File: src/rtl/sram_axil_responder.sv
//------------------------------------------------------------------------------
// sram_axil_responder : AXI-Lite responder serialising accesses to an async SRAM.
// Optional macro SRAM_AXIL_RR_ARB_EN selects round-robin read/write arbitration.
// Revision: 1.0 - initial release
//------------------------------------------------------------------------------
`default_nettype none

module sram_axil_responder #(
  parameter int AXI_ADDR_WIDTH = 20,
  parameter int AXI_DATA_WIDTH = 16
) (
  input  logic                          clk,
  input  logic                          reset,
  input  logic [AXI_ADDR_WIDTH-1:0]     s_axi_awaddr,
  input  logic                          s_axi_awvalid,
  output logic                          s_axi_awready,
  input  logic [AXI_DATA_WIDTH-1:0]     s_axi_wdata,
  input  logic [AXI_DATA_WIDTH/8-1:0]   s_axi_wstrb,
  input  logic                          s_axi_wvalid,
  output logic                          s_axi_wready,
  output logic [1:0]                    s_axi_bresp,
  output logic                          s_axi_bvalid,
  input  logic                          s_axi_bready,
  input  logic [AXI_ADDR_WIDTH-1:0]     s_axi_araddr,
  input  logic                          s_axi_arvalid,
  output logic                          s_axi_arready,
  output logic [AXI_DATA_WIDTH-1:0]     s_axi_rdata,
  output logic [1:0]                    s_axi_rresp,
  output logic                          s_axi_rvalid,
  input  logic                          s_axi_rready,
  output logic [AXI_ADDR_WIDTH-1:0]     sram_addr,
  output logic [AXI_DATA_WIDTH-1:0]     sram_data_o,
  input  logic [AXI_DATA_WIDTH-1:0]     sram_data_i,
  output logic                          sram_data_oe,
  output logic                          sram_ce_n,
  output logic                          sram_oe_n,
  output logic                          sram_we_n
);

  typedef enum logic [2:0] {
    IDLE  = 3'd0,
    RD    = 3'd1,
    RRESP = 3'd2,
    WR    = 3'd3,
    WHOLD = 3'd4,
    BRESP = 3'd5
  } state_t;

  state_t                      state_q, state_d;
  logic [AXI_ADDR_WIDTH-1:0]   addr_q, addr_d;
  logic [AXI_DATA_WIDTH-1:0]   wdata_q, wdata_d;
  logic [AXI_DATA_WIDTH-1:0]   rdata_q, rdata_d;
  logic                        rd_req, wr_req;
  logic                        grant_rd, grant_wr;
  logic                        unused_wstrb;

  assign unused_wstrb = ^s_axi_wstrb;

  // A write needs both AW and W present; neither is accepted on its own.
  assign rd_req = s_axi_arvalid;
  assign wr_req = s_axi_awvalid && s_axi_wvalid;

`ifdef SRAM_AXIL_RR_ARB_EN
  logic last_grant_q, last_grant_d;  // 1 = last grant was a write

  assign grant_wr = wr_req && (!rd_req || !last_grant_q);
  assign grant_rd = rd_req && !grant_wr;

  always_comb begin
    last_grant_d = last_grant_q;
    if (state_q == IDLE) begin
      if (grant_wr)      last_grant_d = 1'b1;
      else if (grant_rd) last_grant_d = 1'b0;
    end
  end

  always_ff @(posedge clk) begin
    if (!reset) last_grant_q <= 1'b0;
    else        last_grant_q <= last_grant_d;
  end
`else
  assign grant_rd = rd_req;
  assign grant_wr = wr_req && !rd_req;
`endif

  always_comb begin
    state_d       = state_q;
    addr_d        = addr_q;
    wdata_d       = wdata_q;
    rdata_d       = rdata_q;
    s_axi_arready = 1'b0;
    s_axi_awready = 1'b0;
    s_axi_wready  = 1'b0;
    s_axi_rvalid  = 1'b0;
    s_axi_bvalid  = 1'b0;
    sram_ce_n     = 1'b1;
    sram_oe_n     = 1'b1;
    sram_we_n     = 1'b1;
    sram_data_oe  = 1'b0;
    case (state_q)
      IDLE: begin
        s_axi_arready = reset && grant_rd;
        s_axi_awready = reset && grant_wr;
        s_axi_wready  = reset && grant_wr;
        if (grant_rd) begin
          state_d = RD;
          addr_d  = s_axi_araddr;
        end else if (grant_wr) begin
          state_d = WR;
          addr_d  = s_axi_awaddr;
          wdata_d = s_axi_wdata;
        end
      end
      RD: begin
        sram_ce_n = 1'b0;
        sram_oe_n = 1'b0;
        rdata_d   = sram_data_i;
        state_d   = RRESP;
      end
      RRESP: begin
        s_axi_rvalid = 1'b1;
        if (s_axi_rready) state_d = IDLE;
      end
      WR: begin
        sram_ce_n    = 1'b0;
        sram_we_n    = 1'b0;
        sram_data_oe = 1'b1;
        state_d      = WHOLD;
      end
      // WE has risen; keep chip selected and data driven for hold time.
      WHOLD: begin
        sram_ce_n    = 1'b0;
        sram_data_oe = 1'b1;
        state_d      = BRESP;
      end
      BRESP: begin
        s_axi_bvalid = 1'b1;
        if (s_axi_bready) state_d = IDLE;
      end
      default: state_d = IDLE;
    endcase
  end

  always_ff @(posedge clk) begin
    if (!reset) begin
      state_q <= IDLE;
      addr_q  <= '0;
      wdata_q <= '0;
      rdata_q <= '0;
    end else begin
      state_q <= state_d;
      addr_q  <= addr_d;
      wdata_q <= wdata_d;
      rdata_q <= rdata_d;
    end
  end

  assign sram_addr   = addr_q;
  assign sram_data_o = wdata_q;
  assign s_axi_rdata = rdata_q;
  assign s_axi_rresp = 2'b00;
  assign s_axi_bresp = 2'b00;

endmodule

`default_nettype wire
File: config.mk
export PLATFORM = sky130hd
export DESIGN_NAME = sram_axil_responder
export DESIGN_NICKNAME = d
export VERILOG_FILES = /design/src/rtl/sram_axil_responder.sv
export SDC_FILE = /design/constraint.sdc
export NUM_CORES = 1
export LEC_CHECK = 0
export CELL_PAD_IN_SITES_DETAIL_PLACEMENT = 1
export CELL_PAD_IN_SITES_GLOBAL_PLACEMENT = 2
export CORE_ASPECT_RATIO = 1.5
export CORE_MARGIN = 5
export CORE_UTILIZATION = 22
export CTS_CLUSTER_SIZE = 28
export DETAILED_ROUTE_END_ITERATION = 10
export PLACE_DENSITY_LB_ADDON = 0.1
export SYNTH_ARGS = -nofsm -noshare
export SYNTH_HDL_FRONTEND = slang
export SYNTH_SLANG_ARGS = --single-unit
File: constraint.sdc
create_clock -name clk -period 4.6 [get_ports clk]
set_clock_uncertainty 0.1 [all_clocks]
set_input_delay 0.46 -clock clk [delete_from_list [all_inputs] [get_ports clk]]
set_output_delay 0.46 -clock clk [all_outputs]
set_load 0.03 [all_outputs]
==> impl_metrics.json <==
{
  "netlist-cell-type-count": 29,
  "timing.rr.start": "state_q[2]$_SDFFE_PN0P_",
  "crit_arrival_ns": 2.61,
  "grt_max_degree": 54,
  "numPortBuffers": 139,
  "drt_iter0_drc": 36,
  "dr.pass1.iters": 4,
  "static-leakage-power_nw": 1.69,
  "p_seq_frac": 0.391,
  "grt_use_total": 0.114,
  "gp_congestion": 0.681,
  "swShare": 0.312,
  "slew_headroom": 0.489,
  "synth_area_leaders": "dfxtp_1 (44%), mux2i_1 (21%), o211a_1 (8.1%), nand2_1 (4.8%), nor2b_1 (4.3%)",
  "synth_cells": 248,
  "drv_cap": 0,
  "synth_top_area_frac": 0.443,
  "final_cell_area_mm2": 0.00410,
  "critPathKind": "reg -> out",
  "start_util": 0.225,
  "clk_path_buf_depth": 2,
  "layoutNonFillerInstCount": 522,
  "syn-cell-area_mm2": 0.00248,
  "rsz0062_at_grt": "false",
  "crit_required_ns": 4.04,
  "multi_input_area_mm2": 0.00122,
  "slowest_stage": "clkdlybuf4s50_1",
  "cp_cell_sequence": "nor3_4 > buf_4 > and4b_1 > buf_4 > and2_1 > clkdlybuf4s50_1",
  "r2r_slack_ns": 2.64,
  "avgViaCountPerCell": 4.19,
  "rows": 47,
  "setup_tns_ns": 0,
  "final.min_clock_period_ns": 3.17,
  "worst_slew_pin_slew_ns": 0.767,
  "diodes": 0,
  "ios": 146,
  "power_mw": 1.43,
  "fin_nets": 455,
  "end_kind": "output pin",
  "cts_tree": "done",
  "synth_most_common_cell": "dfxtp_1",
  "grt_overflow_total": 0,
  "synth_edf_count": 0,
  "crit_family": "buffers and inverters",
  "ys_ff_latch": 55,
  "via_count": 2188,
  "crit_fanout": 23,
  "core_mm2": 0.0111,
  "yosysTopAreaCell": "dfxtp_1",
  "power_density_mw_per_mm2": 350,
  "switchingPower_mw": 0.447,
  "htreeDepth": 2,
  "wl_per_cell_um": 14.8,
  "synth_flop_cell": "dfxtp_1",
  "status": "finished clean",
  "drc_errors": 0,
  "place_area_mm2": 0.00394,
  "peakVddDrop_mv": 0.158,
  "path_clk_slew_ns": 0.07,
  "finalSetupViolations": 0,
  "start_kind": "register",
  "avgSynthCellArea_um2": 10.0,
  "syn_to_final_growth_pct": 64.8,
  "combPwrFrac": 0.329,
  "endpoint": "s_axi_wready",
  "ys_warn_count": 0,
  "finalCritPeriodShare": 0.690,
  "rr_endpoint": "sram_addr[10]$_SDFFE_PN0P_",
  "fp.dieW_um": 96.8,
  "drive_gt1_frac": 0.0427,
  "maxSlewViolCount": 0,
  "cpMostUsedCell": "buf_4",
  "postCtsSetupBuffers": 0,
  "critical_path.startpoint": "state_q[2]$_SDFFE_PN0P_",
  "hold_viol": 0,
  "fmax_ghz": 0.315,
  "antenna_found_initial": 0,
  "grt_pass1_wl_mm": 12.7,
  "ys_async_sr_fraction": 0,
  "cts_made_buffers": 5,
  "nFillCells": 1284,
  "hold_buffers": 0,
  "worstRegToRegCells": 4,
  "slowest_delay_ns": 0.68,
  "min_path_type": "reg -> reg",
  "drt_wl_total_mm": 7.70,
  "hpwl_mm": 5.74,
  "power.share.clock": 0.280,
  "grt_pass1_vias": 2407,
  "path_buf_inv": 3,
  "insertion_delay_ns": 0.29,
  "drtAntennaViolNets": 0,
  "cts-root-buf": "clkbuf_16",
  "regArea_mm2": 0.00110,
  "synth-seq-area-share": 0.443,
  "clock-sinks": 55,
  "holdWs_ns": 0.355,
  "place.detailed.instances": 514,
  "die_area_mm2": 0.0136,
  "path_depth": 6,
  "die_y_um": 140,
  "post_cts_resized": 0,
  "internal_power_mw": 0.986,
  "yosys-top-cells-count": "dfxtp_1 (55), mux2i_1 (52), nand2_1 (32)"
}
[worst min-delay path, stage by stage, from the launching register on]
cell	delay, ns
dfxtp_1	0.31
nand2_1	0.05
mux2i_1	0.05
[layout by cell type, fill, tap and decap left out, drive strengths merged, types with 2 or more instances in the layout]
cell and count:
buf 6, clkbuf 8, nor2b 17, nor2 2, nand2b 3, mux2i 52
a21o 2, inv 2, nor3b 2, nand3 20, conb 4, clkdlybuf4s50 138
dfxtp 55, o211a 20, and2 2, nand2 32
[worst min-delay path by stage]
stage / from / end / slack, ns / cells after the start
after CTS: sram_data_o[9]$_SDFFE_PN0P_ / sram_data_o[9]$_SDFFE_PN0P_ / 0.36 / 2
after floorplan: state_q[2]$_SDFFE_PN0P_ / state_q[1]$_SDFFE_PN0P_ / 0.42 / 2
after global routing: sram_data_o[9]$_SDFFE_PN0P_ / sram_data_o[9]$_SDFFE_PN0P_ / 0.37 / 2
final: sram_data_o[9]$_SDFFE_PN0P_ / sram_data_o[9]$_SDFFE_PN0P_ / 0.35 / 2
after global placement: sram_data_o[11]$_SDFFE_PN0P_ / sram_data_o[11]$_SDFFE_PN0P_ / 0.34 / 2
after detailed placement: sram_data_o[1]$_SDFFE_PN0P_ / sram_data_o[1]$_SDFFE_PN0P_ / 0.35 / 2
[cell families (layout without fill, tap and decap cells)]
family,count (synthesis),count (layout),synth area share
compound gates,27,27,0.101
buf+inv,30,154,0.0715
flops,55,55,0.443
mux,53,53,0.214
other cells,1,4,0.00151
simple gates,82,82,0.169
[routing by layer]
metal	routed length, um	GRT usage	part of all wire	vias to the layer above
met5	0	0	0	-
met4	104	0.0355	0.013	0
met3	620	0.0453	0.080	5
met1	3300	0.130	0.43	995
met2	3680	0.195	0.48	92
li1	-	-	-	1096
[power by group through the flow]
stage          Clock [mW]  Combinational, mW  Sequential, mW
2_1_floorplan           0              0.186           0.658
3_3_place_gp            0              0.479           0.569
3_5_place_dp            0              0.481           0.571
4_1_cts             0.425              0.484           0.561
5_1_grt             0.435              0.509           0.568
6_report            0.401              0.472           0.560
[through the flow]
stage	util	worst slack, ns
finish	0.370	1.43
global route	0.370	1.24
global placement	0.356	1.66
CTS	0.370	1.35
detailed placement	0.356	1.67
floorplan	-	2.36
[final cells by class]
class                           instances  share of cell area
Timing Repair Buffer                  144               0.348
Multi-Input combinational cell        166               0.299
Sequential cell                        55               0.269
Tap cell                              147              0.0449
Clock buffer                            8              0.0382
Inverter                                2             0.00183
[registers in the layout, indices dropped and copies added, names as in the netlist]
register,count
sram_addr,20
sram_data_o,16
state_q,3
s_axi_rdata,16
No activity file was read; power rests on OpenSTA's default activity.
==> variant 1, RTL diff (same flow settings) <==
The option `SRAM_AXIL_RR_ARB_EN` is turned on by a define.
--- a/src/rtl/sram_axil_responder.sv
+++ b/src/rtl/sram_axil_responder.sv
@@ -4,6 +4,8 @@
 // Revision: 1.0 - initial release
 //------------------------------------------------------------------------------
 `default_nettype none
+
+`define SRAM_AXIL_RR_ARB_EN
 
 module sram_axil_responder #(
   parameter int AXI_ADDR_WIDTH = 20,
Behaviour: not the same (Yosys sat finds a counterexample within 4 cycles, from zero or initial values and one cycle with reset low).
==> variant 1 against the unedited design <==
  * Worst setup slack got worse by 0.043 ns
  * Design area increased by 6.5%
  * Wire length increased by 28%
  * Die area increased by 9.8%
  * Total power increased by 4.5%
  * Sequential cell count increased by 1
  * Register-to-register slack got worse by 0.47 ns
  * Synthesized area increased by 11%
  * First-iteration DRC count increased by 110%
  * Clock power increased by 11%
  * Critical path type is now in2out
  * Critical endpoint unchanged
==> variant 1: results (changes against the unedited design) <==
Clocking
  • Post-CTS sizing: 0 (unchanged)
  • Root Driver: clkbuf_16
  • CTS Buffer Depth: 2 (unchanged)
  • Postcts setup bufs: 0 (unchanged)
  • Clk slew on worst S/H paths: 0.07 ns (about the same)
  • Clock latency on the worst-skew pair: 0.30 ns
  • Htree depth: 2 (unchanged)

Yosys
  • Number of library cell types mapped by synthesis: 33 (+14%)
  • Ranking of synthesized cells by area: dfxtp_1, o311a_1, mux2i_1, a21o_1, a21boi_0
  • Synth cell count leaders: dfxtp_1, a21o_1, clkbuf_1
  • Synth Flop Type: dfxtp_1
  • Sequential-to-total area share from yosys stat: 40.7% (-3.6 points)

STA
  • Setup TNS: 0 ns (unchanged)
  • Worst Tran Pin Value: 1.09 ns (+0.323 ns)

Critical path
  • Worst reg2reg endpoint: sram_addr[7]$_SDFFE_PN0P_
  • R2r setup slk: 2.17 ns (-0.47 ns)
  • Worst R2R Start: state_q[1]$_SDFFE_PN0P_
  • End point of the critical path: s_axi_wready
  • Worst EP arrival: 2.66 ns (+0.05 ns)
  • Max FO, Critical Path: 17 (-26%)
  • CP Launch Point: s_axi_wvalid

Worst hold path
  • Worst hold path class: reg2reg

Place
  • Routability Congestion: 0.676 (-0.72%)
  • PortBufs: 139 (unchanged)
  • Hpwl dp: 6850 um (+19%)

Layout
  • Layout Nets: 491 (+7.9%)
  • Share of layout cells above drive strength 1: 6.57% (+2.3 points)
  • Largest register FFs: 20 (unchanged)

Power
  • VDD IR max: 0.134 mV (-16%)
  • Leak: 1.71 nW (+0.88%)

Global routing
  • Grt met3 use: 3.85% (-0.68 points)
  • Vias in the first global route: 2929 (+22%)
  • Initial antenna violation count: 0 (unchanged)
  • Largest net degree at the start of global routing: 46 (-15%)
  • Total GRT Usage: 13.1% (+1.7 points)
  • Global-route wire length before repair: 15700 um (+24%)
  • Met1 GRT Util: 15.7% (+2.8 points)
  • Met2 GRT Util: 22.3% (+2.8 points)

Routing
  • 1st-iter DRT viols: 75 (+110%)
  • Routed WL per cell: 17.4 um (+18%)
  • DR vias/cell: 4.76 (+14%)

Outcome
  • Outcome: complete, no violations
-- variant 1: cell types whose count changed after synthesis, sizes merged, moves of 20 or more --
cell | before | now
nand2 | 32 | 5
o211a | 20 | 0
mux2i | 52 | 16
o311a | 0 | 20
-- variant 1: where the power goes --
group	internal, mW	switching, mW	total [mW]
clock	0.257	0.190	0.447
combinational	0.226	0.262	0.488
sequential	0.531	0.0306	0.561
total	1.01	0.483	1.50
-- variant 1: final cells by class --
class,instances,area (um^2)
multi-input combinational,197,1420
clock buffer,5,125
fill,1422,8030
clock inverter,3,42.5
inverter,5,18.8
tap,156,195
sequential,56,1120
timing repair buffer,145,1440
-- variant 1: worst min path at each step --
stage / depth (start not counted) / from / to
6_report: 2 / sram_data_o[7]$_SDFFE_PN0P_ / sram_data_o[7]$_SDFFE_PN0P_
5_1_grt: 2 / sram_data_o[5]$_SDFFE_PN0P_ / sram_data_o[5]$_SDFFE_PN0P_
4_1_cts: 2 / sram_data_o[5]$_SDFFE_PN0P_ / sram_data_o[5]$_SDFFE_PN0P_
3_5_place_dp: 2 / sram_data_o[14]$_SDFFE_PN0P_ / sram_data_o[14]$_SDFFE_PN0P_
3_3_place_gp: 2 / sram_data_o[2]$_SDFFE_PN0P_ / sram_data_o[2]$_SDFFE_PN0P_
2_1_floorplan: 2 / last_grant_q$_SDFFE_PN0P_ / last_grant_q$_SDFFE_PN0P_
-- variant 1: cell families after synthesis --
kind of cell,after synthesis,share of synthesized area [%]
muxes,16,5.82
DFF,56,40.7
AOI/OAI and AO/OA,103,29.8
buffers and inverters,45,8.37
other,1,0.136
and+or+nand+nor,74,15.1
-- variant 1: routing by layer --
metal,routed length (um),up-vias
met3,885,6
met5,0,-
li1,-,1323
met4,112,0
met1,4040,1271
met2,4810,99
-- variant 1: per-stage QoR --
step,setup WS [ns],hold WS (ns),std cells,cell area [um^2],power [mW]
3_5_place_dp,1.32,0.369,559,4190,1.07
6_report,1.38,0.374,567,4360,1.50
3_3_place_gp,1.37,0.361,559,4190,1.06
2_1_floorplan,1.92,0.370,298,2760,0.866
4_1_cts,1.31,0.380,567,4360,1.53
5_1_grt,1.21,0.406,567,4360,1.58
-- variant 1: critical path: stages --
cell	delay (ns)
clkdlybuf4s50_1	0.55
nand2_1	0.50
nor3_1	0.41
clkdlybuf4s50_1	0.73
==> variant 2, RTL diff (same settings) <==
Made on the original files. Re-encode `state_t` (6 states) as Gray code, 3 bits wide.
--- a/src/rtl/sram_axil_responder.sv
+++ b/src/rtl/sram_axil_responder.sv
@@ -38,12 +38,12 @@
 );
 
   typedef enum logic [2:0] {
-    IDLE  = 3'd0,
-    RD    = 3'd1,
-    RRESP = 3'd2,
-    WR    = 3'd3,
-    WHOLD = 3'd4,
-    BRESP = 3'd5
+    IDLE  = 3'b000,
+    RD    = 3'b001,
+    RRESP = 3'b011,
+    WR    = 3'b010,
+    WHOLD = 3'b110,
+    BRESP = 3'b111
   } state_t;
 
   state_t                      state_q, state_d;
Check against the original RTL: no difference found for any inputs over 10 cycles, from zero or initial values and one cycle with reset low; not proved beyond that.
==> variant 2 against the unedited design <==
  * Fmax is 1.3% higher
  * Wire length grew 3.2%
  * Largest power group unchanged
  * Die area fell by 0.28%
  * Synthesized area decreased by 0.30%
  * Total power grew 1.7%
  * Design area increased by 0.21%
  * Critical path depth stayed put
  * Sequential cell count unchanged
  * Worst setup slack gained 0.039 ns
==> variant 2: results (changes against the unedited design) <==
Place
  • PortBufs: 139 (unchanged)
  • Placed instance count: 517 (+0.58%)
  • Pre-CTS setup slack: 1.68 ns (+0.00661 ns)
  • Routability Congestion: 0.681 (about the same)
  • Hpwl dp: 5960 um (+3.7%)
  • Area after DPL: 3950 um^2 (+0.16%)

Global routing
  • Largest net degree at the start of global routing: 71 (+31%)
  • Vias in the first global route: 2481 (+3.1%)
  • Grt met3 use: 5.32% (+0.80 points)
  • Global-route wire length before repair: 12900 um (+2.0%)
  • Met2 GRT Util: 20.8% (+1.3 points)
  • Initial antenna violation count: 0 (unchanged)
  • Met1 GRT Util: 12.5% (-0.49 points)
  • Total GRT Usage: 11.7% (+0.33 points)

Critical path
  • CP max stage cell: clkdlybuf4s50_1
  • Worst EP arrival: 2.57 ns (-0.04 ns)
  • Worst path top cell family by delay: buffers and inverters
  • Crit path largest cell delay: 0.67 ns

Yosys
  • Synth cell count leaders: dfxtp_1, mux2i_1, nand2_1
  • Sequential-to-total area share from yosys stat: 44.4% (+0.13 points)
  • Synth async-reset ratio: 0% (unchanged)
  • Syn avg cell area: 9.99 um^2 (-0.30%)
  • Multiplexer share of the synthesized area: 21.0% (-0.39 points)
  • Post-synthesis adder-cell area fraction: 0% (unchanged)
  • Ys Warns: 0 (unchanged)
  • Number of library cell types mapped by synthesis: 32 (+10%)
  • Synth Area in XOR/XNOR: 0% (unchanged)
  • Ranking of synthesized cells by area: dfxtp_1, mux2i_1, o211a_1, nand2_1, nand3_1
  • Synth Area in Compound Gates: 10.5% (+0.38 points)

Clocking
  • CTS buffer count: 5 (unchanged)
  • Clock latency on the worst-skew pair: 0.29 ns (about the same)
  • Root Driver: clkbuf_16
  • Postcts setup bufs: 0 (unchanged)
  • Clk slew on worst S/H paths: 0.07 ns (about the same)
  • Htree depth: 2 (unchanged)

Routing
  • Routed WL per cell: 15.2 um (+2.8%)
  • Metal1 wirelength: 3170 um (-3.9%)
  • Drt pass-1 iters: 4 (unchanged)
  • Top routing layer used: met4
  • 1st-iter DRT viols: 34 (-5.6%)
  • Routed wl met2: 4020 um (+9.3%)
  • Final wirelength: 7950 um (+3.2%)
  • DR vias/cell: 4.27 (+1.9%)
  • Wire length on met3: 660 um (+6.5%)

Layout
  • Design Area, Final: 4100 um^2 (+0.21%)
  • Largest register FFs: 20 (unchanged)
  • Antenna diodes: 0 (unchanged)
  • Share of layout cells above drive strength 1: 4.24% (-0.023 points)
  • Layout Nets: 458 (+0.66%)

STA
  • Worst Tran Pin Value: 0.784 ns (+0.0176 ns)

Outcome
  • Outcome: complete, no violations

Power
  • VDD IR max: 0.157 mV (-0.92%)
  • Psw: 0.451 mW (+0.98%)
  • Clock Power Share: 29.3% (+1.3 points)
  • Power Clock: 0.427 mW (+6.5%)
  • Leak: 1.70 nW (+0.49%)
  • Combinational power: 0.471 mW (about the same)

Worst hold path
  • Min-Delay Path Depth: 2 (unchanged)
  • Worst hold path class: reg2reg

Floorplanning
  • Standard-cell rows: 47 (unchanged)
variant 2: changes by cell type after synthesis, sizes merged, moves of 2 or more:
cell / delta
nor2: +2
nand2: +2
nand2b: -2
a21oi: +2
variant 2: path summary, 6_finish.rpt:
path	from	slack (ns)	end
max	state_q[1]$_SDFFE_PN0P_	1.47	s_axi_awready
min	sram_data_o[0]$_SDFFE_PN0P_	0.36	sram_data_o[0]$_SDFFE_PN0P_
max reg2reg	state_q[1]$_SDFFE_PN0P_	2.64	sram_addr[19]$_SDFFE_PN0P_
min reg2reg	sram_data_o[0]$_SDFFE_PN0P_	0.36	sram_data_o[0]$_SDFFE_PN0P_
variant 2: final cells by class:
class | instances | area [um^2]
clock inverters | 1 | 30.0
inverters | 2 | 7.51
fillers | 1289 | 6950
well taps | 147 | 184
clock buffers | 6 | 129
repair buffers | 145 | 1430
flip-flops and latches | 55 | 1100
multi-input cells | 168 | 1220
